## src/rtl/fetch_prefetch.sv

```systemverilog
// fetch_prefetch: instruction-fetch front end with an in-order prefetch queue.
//
// Issues sequential word-aligned fetch requests to a pipelined, in-order
// memory port, buffers the returned words together with their PC, and hands
// them to decode over a valid/ready handshake. A trap or branch redirect
// flushes the queue and marks every response still in flight as stale.
//
// Ports:
//   clk, reset                 clock; synchronous active-high reset
//   branch, branch_vec         branch redirect and its target
//   trap, trap_vec             trap redirect and its target (wins over branch)
//   req_valid/req_addr/req_ready     fetch request channel
//   resp_valid/resp_data             in-order fetch response channel
//   out_valid/out_ready              decode handshake
//   out_pc/out_next_pc/out_instr     head instruction, its PC and PC+4
module fetch_prefetch #(
    parameter logic [31:0] RESET_VECTOR = 32'h0000_0000,
    parameter int unsigned DEPTH        = 4
) (
    input  logic        clk,
    input  logic        reset,
    input  logic        branch,
    input  logic [31:0] branch_vec,
    input  logic        trap,
    input  logic [31:0] trap_vec,
    output logic        req_valid,
    output logic [31:0] req_addr,
    input  logic        req_ready,
    input  logic        resp_valid,
    input  logic [31:0] resp_data,
    output logic        out_valid,
    input  logic        out_ready,
    output logic [31:0] out_pc,
    output logic [31:0] out_next_pc,
    output logic [31:0] out_instr
);

    localparam int CW  = $clog2(DEPTH + 1);
    localparam int CXW = CW + 1;
    localparam int PW  = $clog2(DEPTH);
    localparam logic [CW-1:0]  DEPTH_C = CW'(DEPTH);
    localparam logic [CXW-1:0] DEPTH_X = CXW'(DEPTH);

    logic          redirect;
    logic [31:0]   target;
    logic          req_fire;
    logic          push;
    logic          pop;
    logic [CXW-1:0] credits_used;

    logic [31:0]   pc_q, pc_d;
    logic [31:0]   resp_pc_q, resp_pc_d;
    logic [CW-1:0] outstanding_q, outstanding_d;
    logic [CW-1:0] drop_q, drop_d;
    logic [CW-1:0] count_q, count_d;
    logic [PW-1:0] rd_ptr_q, rd_ptr_d;
    logic [PW-1:0] wr_ptr_q, wr_ptr_d;
    logic [31:0]   fifo_pc_q [DEPTH];
    logic [31:0]   fifo_pc_d [DEPTH];
    logic [31:0]   fifo_instr_q [DEPTH];
    logic [31:0]   fifo_instr_d [DEPTH];

    always_comb begin
        redirect = trap | branch;
        target   = (trap ? trap_vec : branch_vec) & ~32'h0000_0003;

        // Entries already promised to the queue: live in-flight requests
        // (stale ones will never be pushed) plus what is buffered.
        credits_used = {1'b0, outstanding_q} - {1'b0, drop_q} + {1'b0, count_q};

        req_valid = !reset && !redirect && (outstanding_q < DEPTH_C)
                    && (credits_used < DEPTH_X);
        req_addr  = pc_q;
        req_fire  = req_valid && req_ready;

        out_valid   = (count_q != '0) && !redirect;
        pop         = out_valid && out_ready;
        push        = resp_valid && (drop_q == '0) && !redirect;
        out_pc      = fifo_pc_q[rd_ptr_q];
        out_instr   = fifo_instr_q[rd_ptr_q];
        out_next_pc = out_pc + 32'd4;
    end

    always_comb begin
        pc_d          = pc_q;
        resp_pc_d     = resp_pc_q;
        drop_d        = drop_q;
        count_d       = count_q;
        rd_ptr_d      = rd_ptr_q;
        wr_ptr_d      = wr_ptr_q;
        fifo_pc_d     = fifo_pc_q;
        fifo_instr_d  = fifo_instr_q;
        outstanding_d = outstanding_q + CW'(req_fire) - CW'(resp_valid);

        if (redirect) begin
            pc_d      = target;
            resp_pc_d = target;
            // Everything still owed by memory is stale; a response landing
            // this very cycle is already being thrown away.
            drop_d    = outstanding_q - CW'(resp_valid);
            count_d   = '0;
            rd_ptr_d  = '0;
            wr_ptr_d  = '0;
        end else begin
            if (req_fire) begin
                pc_d = pc_q + 32'd4;
            end
            if (resp_valid && (drop_q != '0)) begin
                drop_d = drop_q - CW'(1);
            end
            if (push) begin
                fifo_pc_d[wr_ptr_q]    = resp_pc_q;
                fifo_instr_d[wr_ptr_q] = resp_data;
                wr_ptr_d               = wr_ptr_q + PW'(1);
                resp_pc_d              = resp_pc_q + 32'd4;
            end
            if (pop) begin
                rd_ptr_d = rd_ptr_q + PW'(1);
            end
            count_d = count_q + CW'(push) - CW'(pop);
        end
    end

    always_ff @(posedge clk) begin
        if (reset) begin
            pc_q          <= RESET_VECTOR;
            resp_pc_q     <= RESET_VECTOR;
            outstanding_q <= '0;
            drop_q        <= '0;
            count_q       <= '0;
            rd_ptr_q      <= '0;
            wr_ptr_q      <= '0;
        end else begin
            pc_q          <= pc_d;
            resp_pc_q     <= resp_pc_d;
            outstanding_q <= outstanding_d;
            drop_q        <= drop_d;
            count_q       <= count_d;
            rd_ptr_q      <= rd_ptr_d;
            wr_ptr_q      <= wr_ptr_d;
        end
    end

    // Queue storage needs no reset: count_q gates every read.
    always_ff @(posedge clk) begin
        fifo_pc_q    <= fifo_pc_d;
        fifo_instr_q <= fifo_instr_d;
    end

    resp_without_request: assert property (
        @(posedge clk) disable iff (reset) !(resp_valid && (outstanding_q == '0)));

endmodule

```

## config.mk

```make
export PLATFORM = sky130hd
export DESIGN_NAME = fetch_prefetch
export DESIGN_NICKNAME = d
export VERILOG_FILES = /design/src/rtl/fetch_prefetch.sv
export SDC_FILE = /design/constraint.sdc
export NUM_CORES = 1
export LEC_CHECK = 0
export CAP_MARGIN = 10
export CORE_ASPECT_RATIO = 1.5
export CORE_MARGIN = 4
export CORE_UTILIZATION = 38
export CTS_BUF_LIST = sky130_fd_sc_hd__clkbuf_8 sky130_fd_sc_hd__clkbuf_16
export DETAILED_ROUTE_END_ITERATION = 8
export SLEW_MARGIN = 15
export SYNTH_ARGS = -nofsm -noshare
export SYNTH_HDL_FRONTEND = slang
export SYNTH_SLANG_ARGS = --single-unit
export TNS_END_PERCENT = 5
```

## constraint.sdc

```tcl
create_clock -name clk -period 3.7 [get_ports clk]
set_clock_uncertainty 0.2 [all_clocks]
set_input_delay 0.37 -clock clk [delete_from_list [all_inputs] [get_ports clk]]
set_output_delay 0.37 -clock clk [all_outputs]
set_load 0.02 [all_outputs]
```

==> impl_metrics.ini <==
[routing]
first_pass_iters = 5
drc = 0
drtAntennaViolNets = 0
wl_per_cell_um = 20.1
num_vias = 9702
drt_iter0_drc = 590
vias_per_cell = 5.48
routed_wl_um = 35500

[layout]
finalNetCount = 1384
n_fill_cell = 3324
fin_cells = 1772
diodes = 0
seqCellArea_um2 = 8920
layout-drive-gt1-share_pct = 15.2
multi_input_area_um2 = 5100
syn_to_final_growth_pct = 28.1

[synth]
synth.most_common_cell = edfxtp_1
synth_cell_type_count = 77
synthTopCellsByCount = edfxtp_1 (248), dfxtp_1 (73), mux4_2 (59)
yosys_warnings = 0
synthFlopType = edfxtp_1
netlist_instances = 1018
ys_seq_area_share_pct = 61.9
ys_ff_latch = 321
synth_top_area_share_pct = 51.8
synth_enable_flop_cells = 248
synth_area_um2 = 14400
synth.largest_area_cell = edfxtp_1
synth_area_per_cell_um2 = 14.1
synth_area_leaders = edfxtp_1 (52%), dfxtp_1 (10%), mux4_2 (9.2%)
async_flop_share_pct = 0

[cts]
tritoncts = built
insertion_delay_ns = 0.58
ctsHtreeMaxLevel = 1
cts_buffers = 30
cts-root-buf = clkbuf_16
clkTransAtPathRegs_ns = 0.08
clockBufferDepth = 3
clock-sinks = 321

[global_route]
overflow = 0
antenna_found_initial = 0
grt_max_degree = 62
grt_usage_pct = 16.9
grt_pass1_wl_um = 55600
grt_pass1_vias = 9854

[sta]
setup_viol = 0
period_needed_ns = 3.56
final-max-slew-violation-count = 0
grt_setup_unrepaired = yes
fin_crit_sh_pct = 96.2
slew_headroom_pct = 26.2
max_slew.worst_pin.slew_ns = 1.10
fmax_ghz = 0.281
hold_viol_final = 0
whs_ns = 0.0738

[run_status]
status = complete, no violations

[worst_hold_path]
hold_class = in -> reg

[placed_design]
gp_congestion = 0.840
dpl.hpwl_um = 24800
portBuffers = 222
numPlacedInstances = 1712

[critical_path]
cp_data_arrival_time_ns = 3.83
critPathMaxFanout = 13
worstSetupPathType = reg -> reg
critPathRequiredTime_ns = 3.97
setup.worst_path.end_class = flop
start_kind = flop

[flow_run]
cap_violations = 0

[floorplanning]
fp-row-count = 87
ios = 233
die_w_um = 167
fp.dieH_um = 246
core_um2 = 37600
die_area_um2 = 41100
start_util_pct = 38.3

[pwr]
power_density_nw_per_um2 = 448
power_leakage_nw = 6.05
ir_drop_uv = 364
-- stage by stage --
step	area, µm²	TNS (ns)	power [mW]	setup WS [ns]	utilization (%)
finish	18400	0	8.26	0.139	49.1
global route	18400	-0.0719	8.60	-0.0335	49.1
CTS	18400	0	8.35	0.00632	49.0
detailed placement	17300	0	5.14	0.231	46.2
global placement	17300	0	5.12	0.237	46.2
floorplan	14400	0	4.69	0.288	-
-- worst max-delay path: stages, from the launching register on --
cell and delay, ns:
dfxtp_1 0.34, inv_1 0.12, fa_1 0.55, inv_1 0.04, ha_1 0.26, and3b_1 0.32, nor4_4 0.08, buf_4 0.15
o21ai_1 0.84, o41ai_1 0.18, a221oi_1 0.39
-- registers in the layout, indices dropped and copies added (netlist names) --
| register | flops |
|---|---|
| wr_ptr_q | 2 |
| outstanding_q | 3 |
| fifo_instr_q | 128 |
| rd_ptr_q | 2 |
| req_addr | 30 |
| drop_q | 3 |
| fifo_pc_q | 120 |
| count_q | 3 |
| resp_pc_q | 30 |
-- power breakdown --
part           leakage (nW)  internal [mW]  switching, mW
Combinational          2.68          0.444          0.563
Clock                 0.512           1.81           1.38
Sequential             2.86           3.97         0.0940
-- metal layers --
metal / share of wire (%) / global-route usage [%] / vias to the layer above
li1: - / - / 4527
met1: 40 / 20.9 / 4809
met2: 52 / 30.5 / 320
met3: 5.8 / 2.66 / 46
met4: 2.4 / 5.13 / 0
met5: 0 / 0 / -
-- layout by cell type, fill, tap and decap left out, types with 8 or more instances in the layout --
cell,n
buf_12,9
nand3_1,30
edfxtp_1,248
mux4_2,59
xnor2_1,20
dlygate4sd2_1,16
and4_1,8
a21oi_1,53
clkdlybuf4s50_1,198
a22oi_1,22
o21ai_0,37
dfxtp_1,71
ha_1,18
and3_1,13
nor2_1,34
xor2_1,23
nor3_1,26
clkinv_2,8
nand2_1,58
a211oi_1,38
o31ai_1,13
clkbuf_16,30
buf_4,31
nand4_1,15
inv_1,37
-- kinds of logic (layout without fill, tap and decap cells) --
group	Yosys count	in the layout	synth area share, %
flip-flops	321	321	61.9
buffers and inverters	95	355	3.02
adder cells (fa/ha/maj)	22	22	2.12
multiplexers	63	63	9.85
AO/OA/AOI/OAI	224	224	10.5
other	1	6	0.0261
AND/OR/NAND/NOR	249	249	9.92
XOR/XNOR	43	43	2.62
-- final cells by class --
cell class                      instances  share of cell area [%]
Clock buffer                           31                    4.15
Timing Repair Buffer                  263                    14.3
Clock inverter                         25                    1.51
Multi-Input combinational cell        607                    27.7
Tap cell                              489                    3.32
Inverter                               36                   0.733
Sequential cell                       321                    48.4
-- path summary, 6_finish.rpt --
kind / from / end / slack [ns] / depth (start not counted)
max: outstanding_q[1] / req_addr[17] / 0.14 / 10
min: reset / req_addr[24] / 0.07 / 5
max reg2reg: outstanding_q[1] / req_addr[17] / 0.14 / 10
min reg2reg: wr_ptr_q[1] / wr_ptr_q[1] / 0.31 / 2
-- repair_timing --
item,in CTS,in global routing
setup buffers,4,0
hold buffers,0,0
gates resized for setup,28,9
setup endpoints to repair,27,9
gates cloned,0,0
Power figures use the tool's default switching activity.
